--- config.mk ---
export PLATFORM = sky130hd
export DESIGN_NAME = abc
export DESIGN_NICKNAME = d
export VERILOG_FILES = /design/src/rtl/abc_pkg.sv /design/src/rtl/abc_pulse_timer.sv /design/src/rtl/abc.sv
export SDC_FILE = /design/constraint.sdc
export NUM_CORES = 1
export LEC_CHECK = 0
export BUFFER_PORTS_ARGS = -buffer_cell sky130_fd_sc_hd__buf_4
export CORE_UTILIZATION = 25
export CTS_CLUSTER_DIAMETER = 50
export CTS_CLUSTER_SIZE = 16
export DETAILED_ROUTE_END_ITERATION = 8
export SLEW_MARGIN = 0
export SYNTH_ARGS = -nofsm -noshare
export SYNTH_HDL_FRONTEND = slang
export SYNTH_SLANG_ARGS = --single-unit
--- constraint.sdc ---
create_clock -name clock -period 1.8 [get_ports clock]
set_clock_uncertainty 0.15 [all_clocks]
set_input_delay 0.09 -clock clock [delete_from_list [all_inputs] [get_ports clock]]
set_output_delay 0.09 -clock clock [all_outputs]
set_load 0.05 [all_outputs]
--- src/rtl/abc_pkg.sv ---
// ----------------------------------------------------------------------------
// abc_pkg
// Shared definitions for the two-producer pulse former:
//   state_t        - controller state encoding
//   LONG_CLK_DEF   - default pulse length when B >= A
//   SHORT_CLK_DEF  - default pulse length when B < A
//   cnt_width()    - pulse counter width able to hold the longer length
// ----------------------------------------------------------------------------
package abc_pkg;

    typedef enum logic [1:0] {
        WAIT_DAV     = 2'd0,
        WAIT_RELEASE = 2'd1,
        PULSE        = 2'd2
    } state_t;

    localparam int LONG_CLK_DEF  = 12;
    localparam int SHORT_CLK_DEF = 6;

    function automatic int cnt_width(input int long_clk, input int short_clk);
        int longest;
        longest = (long_clk > short_clk) ? long_clk : short_clk;
        return $clog2(longest + 1);
    endfunction

endpackage

--- src/rtl/abc_pulse_timer.sv ---
// ----------------------------------------------------------------------------
// abc_pulse_timer
// Down-counter that times the output pulse. Loaded with the pulse length N
// on the clock the pulse starts; done flags the last clock of the pulse.
// Ports:
//   clock    - rising-edge clock
//   reset_   - synchronous active-low reset
//   load     - load load_val into the counter
//   load_val - pulse length in clocks (>= 1)
//   run      - count down while high
//   done     - high during the final clock of a running pulse
// ----------------------------------------------------------------------------
module abc_pulse_timer #(
    parameter int CNT_W = 4
) (
    input  logic             clock,
    input  logic             reset_,
    input  logic             load,
    input  logic [CNT_W-1:0] load_val,
    input  logic             run,
    output logic             done
);

    logic [CNT_W-1:0] count;

    always_ff @(posedge clock) begin
        if (!reset_) begin
            count <= '0;
        end else if (load) begin
            count <= load_val;
        end else if (run && (count != '0)) begin
            count <= count - CNT_W'(1);
        end
    end

    // Loaded with N at the rising edge of out, so the count reaches 1 exactly
    // N-1 clocks later; the falling edge of out then lands N clocks after the rise.
    assign done = run && (count == CNT_W'(1));

endmodule

--- src/rtl/abc.sv ---
// ----------------------------------------------------------------------------
// abc
// Pulse former with a two-producer handshake. Once both producers assert
// data-valid in the same clock, the operands are latched, both producers are
// released, and a pulse of LONG_CLK clocks (B >= A) or SHORT_CLK clocks
// (B < A) is emitted.
// Ports:
//   clock        - rising-edge clock
//   reset_       - synchronous active-low reset
//   davA_, davB_ - producer data-valid, active low
//   rfdA, rfdB   - ready-for-data to the producers, active high
//   dataA, dataB - unsigned operands
//   out          - formed pulse
//
//   state        | meaning
//   -------------+---------------------------------------------------------
//   WAIT_DAV     | rfd high, waiting for both dav_ low in the same clock
//   WAIT_RELEASE | operands latched, rfd low, waiting for both dav_ high
//   PULSE        | out high for N clocks, then rfd rises and out falls
// ----------------------------------------------------------------------------
module abc
    import abc_pkg::*;
#(
    parameter int DATA_W    = 8,
    parameter int LONG_CLK  = LONG_CLK_DEF,
    parameter int SHORT_CLK = SHORT_CLK_DEF
) (
    input  logic              clock,
    input  logic              reset_,
    input  logic              davA_,
    output logic              rfdA,
    input  logic [DATA_W-1:0] dataA,
    input  logic              davB_,
    output logic              rfdB,
    input  logic [DATA_W-1:0] dataB,
    output logic              out
);

    localparam int CNT_W = cnt_width(LONG_CLK, SHORT_CLK);

    state_t            state, state_nx;
    logic              rfd, rfd_nx;
    logic              out_nx;
    logic [DATA_W-1:0] data_a_q, data_a_nx;
    logic [DATA_W-1:0] data_b_q, data_b_nx;
    logic              load;
    logic              run;
    logic              done;
    logic [CNT_W-1:0]  len;

    always_ff @(posedge clock) begin
        if (!reset_) begin
            state    <= WAIT_DAV;
            rfd      <= 1'b1;
            out      <= 1'b0;
            data_a_q <= '0;
            data_b_q <= '0;
        end else begin
            state    <= state_nx;
            rfd      <= rfd_nx;
            out      <= out_nx;
            data_a_q <= data_a_nx;
            data_b_q <= data_b_nx;
        end
    end

    always_comb begin
        state_nx  = state;
        rfd_nx    = rfd;
        out_nx    = out;
        data_a_nx = data_a_q;
        data_b_nx = data_b_q;
        load      = 1'b0;
        case (state)
            WAIT_DAV: begin
                rfd_nx = 1'b1;
                out_nx = 1'b0;
                if (!davA_ && !davB_) begin
                    data_a_nx = dataA;
                    data_b_nx = dataB;
                    rfd_nx    = 1'b0;
                    state_nx  = WAIT_RELEASE;
                end
            end
            WAIT_RELEASE: begin
                rfd_nx = 1'b0;
                if (davA_ && davB_) begin
                    out_nx   = 1'b1;
                    load     = 1'b1;
                    state_nx = PULSE;
                end
            end
            PULSE: begin
                if (done) begin
                    out_nx   = 1'b0;
                    rfd_nx   = 1'b1;
                    state_nx = WAIT_DAV;
                end
            end
            default: begin
                state_nx = WAIT_DAV;
                rfd_nx   = 1'b1;
                out_nx   = 1'b0;
            end
        endcase
    end

    // Length comes from the latched operands only, so later activity on
    // dataA/dataB cannot alter a pulse already committed.
    assign len = (data_b_q >= data_a_q) ? CNT_W'(LONG_CLK) : CNT_W'(SHORT_CLK);
    assign run = (state == PULSE);

    abc_pulse_timer #(
        .CNT_W (CNT_W)
    ) u_timer (
        .clock    (clock),
        .reset_   (reset_),
        .load     (load),
        .load_val (len),
        .run      (run),
        .done     (done)
    );

    assign rfdA = rfd;
    assign rfdB = rfd;

endmodule

### Yosys cells after proc, flatten, opt, wreduce, memory -nomap -nowiden

Cells that the tools add are included.

| storage, ports and cells | value |
|---|---|
| output and inout port bits | 3 |
| flip-flop bits (word level) | 24 |

| cells by class | value |
|---|---|
| $add $sub $neg | 1 |
| mux-type cells | 15 |
| reductions and logical operators | 12 |
| $lt $le $gt $ge | 1 |
| equality and inequality tests | 6 |

Operators by type and width:

| cell | count |
|---|---|
| 4-bit two-way mux | 3 |
| 8-bit >= comparator | 1 |
| 1-bit two-way mux | 6 |
| 2-bit two-way mux | 3 |
| 2-bit != test (second input constant) | 3 |
| 2-bit one-hot mux with 3 select lines | 1 |
| 4-bit by 1-bit equality test with 1-bit output (second input constant) | 1 |
| 1-bit logical AND | 4 |
| 2-bit AND reduction | 2 |
| 4-bit nonzero test | 1 |
| 4-bit by 1-bit subtractor with 4-bit output (second input constant) | 1 |
| 1-bit one-hot mux with 3 select lines | 1 |
| 3-bit AND reduction | 1 |
| 2-bit by 1-bit equality test with 1-bit output (second input constant) | 1 |
| 2-bit equality test (second input constant) | 1 |
| 1-bit logical NOT | 2 |
| 2-bit logical NOT | 1 |
| 1-bit one-hot mux with 2 select lines | 1 |
| 2-bit nonzero test | 1 |

### Logic depth before layout (Yosys ltp)

| depth | value |
|---|---|
| word-level depth | 4 |
| depth in mapped cells | 6 |
| depth with buffers taken out | 6 |

### Cells and area by module

Synthesis repeated with hierarchy kept, for this count alone.

| unflattened totals | value |
|---|---|
| cell total of the unflattened synthesis | 149 |
| area total of the unflattened synthesis | 1262.5 um2 |

Modules (own cells, without submodules):

| module | instances | cells each | area an instance (um2) |
|---|---|---|---|
| abc | 1 | 117 | 997.2 |
| abc_pulse_timer | 1 | 32 | 265.3 |

### Least setup slack after synthesis

Ideal clock, no wire load.

| timing path | value |
|---|---|
| path type | flip-flop to flip-flop |
| from | register data_a_q[6] |
| to | register u_timer.count[3] |
| cell stages (with the launch flop) | 7 |
| data arrival time | 1.399 ns |
| setup time | 0.123 ns |
| slack | 0.127 ns |
| data required time | 1.527 ns |
| path buffers | 0 |
| path through | dfxtp_1 -> inv_1 -> ha_1 -> a21o_1 -> a2111oi_4 -> o31a_2 -> a211oi_2 |

| on the way | value |
|---|---|
| longest elaborated chain between the ends | 3 |

RTL lines:

| element | line | text |
|---|---|---|
| start: declaration | abc.sv:44 | `logic [DATA_W-1:0] data_a_q, data_a_nx;` |
| start signal: assignment | abc.sv:62 | `data_a_q <= data_a_nx;` |
| 8-bit >= comparator | abc.sv:110 | `assign len = (data_b_q >= data_a_q) ? CNT_W'(LONG_CLK) : CNT_W'(SHORT_CLK);` |
| 4-bit two-way mux | abc.sv:110 |  |
| 4-bit two-way mux | abc_pulse_timer.sv:29 | `end else if (load) begin` |
| end signal: assignment | abc_pulse_timer.sv:30 | `count <= load_val;` |
| end signal: assignment | abc_pulse_timer.sv:32 | `count <= count - CNT_W'(1);` |
| end: declaration | abc_pulse_timer.sv:24 | `logic [CNT_W-1:0] count;` |

Every way passes these cells.
A chain may end at the register's enable or synchronous reset.

### Worst setup path in the final report

| timing path | value |
|---|---|
| from | register data_a_q[6] |
| to | register u_timer.count[1] |

The elaborated chain is that of the path after synthesis.

==> impl_results.md <==
- Outcome: finished, final reports clean
- Synth Area in XOR/XNOR: between 1 and 1.5%
- Critical path arrival: around 1.7 ns
- Fmax: between 500 and 600 MHz
- Psw: slightly above 0.0003 W
- Max-slew headroom: ~76%
- Hold crit path type: reg -> reg
- Initial DRC Count: 30
- Crit path to: u_timer.count[1]$_SDFFE_PN0P_
- RSZ-0062 raised after global routing: no
- Yosys warning count: 0
- Final setup vio count: 0
- Final WL: approximately 2400 µm
- Initial Util: between 20% and 30%
- Hold Path Origin: out$_SDFFE_PN0P_
- Worst setup SP type: flip-flop
- Sw Share: between 20% and 30%
- Antenna Nets Post-Route: 0
- Hpwl dp: roughly 1800 µm
- Avg Cell Area, Syn: 8.77 µm²
- Layout area overhead: 42.2%
- CTS tree: done
- Post-CTS setup buffers: 0
- Final GP Congestion: slightly above 0.8
- Final Worst Setup Slack: between 0.1 and 0.15 ns
- Pre-CTS WS: around 0.019 ns
- Net Count, Synth: 170
- Sequential power share: around half
- Crit path from: data_a_q[6]$_SDFFE_PN0P_
- Syn Std Cell Area: ~0.0012 mm²
- Critical Path RT: about 1.9 ns
- Congestion Overflow GR: 0
- Final worst path period share: 92.8%
- CORE AREA: 0.00472 mm²
- Die height: between 70 and 80 µm
- Cell variety after synth: 32
- H-tree depth: 1
- Clock sink count: 24
- Combinational fraction of design power: between 10% and 20%
- Peak VDD IR: around 0.32 mV
- Die width: between 70 and 80 µm
- Final nets: about 220
- First-pass GRT wire length: roughly 4200 µm
- Via count: roughly 1000
- Slew @ Worst Pin: 0.364 ns
- Max FO, Critical Path: 3
- Seq/Total Area, Yosys: 39.1%
- Drt drc: 0
- Worst-path clk slew: 0.08 ns
- Number of global-route vias before repair: around 1000
- Worst setup EP type: flip-flop
- Wire length on met3: ~58 µm
- M1 wire length: between 1000 and 1500 µm
- Row count: 25
- Max-slew violations: 0
- Simple logic cell fraction of the synthesized area: 23.3%
- Max Cap Viol: 0
- Synthesized flop and latch total: 24
- Diode count: 0
- WS Path Type: reg -> reg
- Cell count of the worst reg-to-reg path: 6
- Gr usage total: 10.4%
- Layout cells sized above 1: approximately 23%
- # IOs: 23
- TritonCTS Buffers: 3
- PD cells: 674 mW/mm²
- Setup_tns: 0 ns
- Via/cell ratio: approximately 4.1
- Clock power share: roughly 31%
- DR top layer: met4
- Clock Path Buffers: 2
- DR WL met2: around 1100 µm
- Internal Power: 0.000875 W
- 1st-pass router iterations: 4
- Reg-to-reg slack, setup: 0.13 ns
- Worst-Skew Late Latency: 0.27 ns
- Wire length per cell: ~9.5 µm
- Post-synthesis compound-gate area fraction: approximately 17%
- Worst R2R End: u_timer.count[1]$_SDFFE_PN0P_
- Root buffer cell: clkbuf_8
- Tmin final: approximately 1.7 ns
- Pleak: about 0.67 nW
- DIE AREA: about 0.0052 mm²
- Port bufs: 22
- Reg2Reg Launch Point: data_a_q[6]$_SDFFE_PN0P_
- Initial antenna violation count: 0
- Largest net degree at the start of global routing: 17
- Adder-cell share of the synthesized area: 11.0%
- Combinational family with the most area after synthesis: simple AND/OR/NAND/NOR gates
- Synth Instances: between 100 and 150
- Final Hold Fails: 0
- Mux cell area share after synthesis: approximately 1.6%
cell families (layout without fill, tap and decap cells):
| logic type | after synthesis | after routing |
|---|---|---|
| AND/OR/NAND/NOR | 53 | 53 |
| adder cells (fa/ha/maj) | 11 | 11 |
| buffers and inverters | 17 | 62 |
| multiplexers | 2 | 2 |
| XOR/XNOR | 2 | 2 |
| flip-flops | 24 | 24 |
| AO/OA/AOI/OAI | 31 | 31 |
critical path, stage by stage (launching register included):
cell,delay (ns)
dfxtp_1,0.33
inv_1,0.06
ha_4,0.24
a21o_1,0.20
a2111oi_4,0.33
o31a_2,0.21
o21a_1,0.10
layer usage:
metal  global-route usage [%]  vias up
met1                     12.6      462
met4                     5.23        0
met2                     17.7       15
met3                     2.08        4
met5                        0        -
li1                         -      557
placed cells by master, fill, tap and decap left out, types with 2 or more instances in the layout:
master,instances
mux2i_1,2
clkbuf_8,4
inv_1,12
o21a_1,2
nand2_1,35
xnor2_1,2
nor4_4,2
a21oi_1,19
o21ai_0,2
dfxtp_1,24
a21oi_2,2
dlygate4sd3_1,19
nor2_1,8
buf_4,26
ha_1,9
synthesized netlist by cell type, drive strengths merged:
master	number	area (µm²)
nor2	8	30.0
nor4	2	42.5
inv	12	45.0
o21a	2	15.0
ha	10	125
xnor2	2	17.5
clkinv	1	3.75
a2111oi	2	36.3
o31a	1	10.0
buf	3	23.8
and3	1	6.26
a21o	1	7.51
o21ai	2	10.0
nand4b	1	23.8
nand2b	2	20.0
and4	1	8.76
dfxtp	24	480
nand2	35	131
clkbuf	1	3.75
nor3b	1	12.5
a211oi	2	20.0
a21oi	21	113
nor3	1	5.00
nand4	1	6.26
maj3	1	10.0
mux2i	2	20.0
registers in the layout, summed over array words and instances, names as in the netlist:
| signal | cells |
|---|---|
| u_timer.count | 4 |
| data_b_q | 8 |
| state | 2 |
| out | 1 |
| data_a_q | 8 |
| rfdA | 1 |
what timing repair did:
item | 4_1_cts | 5_1_grt
gates resized for setup | 0 | 4
hold buffers | 19 | 0
setup endpoints to repair | 0 | 2
endpoints found under the hold margin | 21 | 0
layout make-up:
class | count | area, µm²
Fill cell | 507 | 2980
Multi-Input combinational cell | 99 | 692
Sequential cell | 24 | 480
Timing Repair Buffer | 45 | 385
Tap cell | 67 | 83.8
Clock buffer | 4 | 55.1
Inverter | 13 | 48.8
worst min-delay path by stage:
| stage | depth (start not counted) | slack [ns] | to |
|---|---|---|---|
| after CTS | 2 | 0.31 | out$_SDFFE_PN0P_ |
| after global routing | 2 | 0.33 | data_a_q[2]$_SDFFE_PN0P_ |
| after detailed placement | 2 | 0.17 | rfdA$_SDFFE_PN1P_ |
| after floorplan | 1 | 0.02 | rfdA$_SDFFE_PN1P_ |
| after global placement | 2 | 0.17 | rfdA$_SDFFE_PN1P_ |
| final | 2 | 0.31 | out$_SDFFE_PN0P_ |
power groups by stage:
stage	clock network, W	logic (W)	registers (W)
5_1_grt	0.000405	0.000259	0.000584
6_report	0.000367	0.000230	0.000580
2_1_floorplan	0	0.000119	0.000594
3_5_place_dp	0	0.000193	0.000592
3_3_place_gp	0	0.000193	0.000591
4_1_cts	0.000385	0.000227	0.000580
metrics by stage:
step / power (W) / util (%) / hold slack (ns) / area (µm²) / instances
5_1_grt: 0.00125 / 37.0 / 0.333 / 1750 / 252
3_3_place_gp: 0.000784 / 31.3 / 0.171 / 1480 / 229
6_report: 0.00118 / 37.0 / 0.308 / 1750 / 252
2_1_floorplan: 0.000712 / - / 0.0162 / 1230 / 140
4_1_cts: 0.00119 / 36.5 / 0.311 / 1720 / 252
3_5_place_dp: 0.000785 / 31.3 / 0.175 / 1480 / 229
Note: power is estimated with default switching activity, not from simulation.
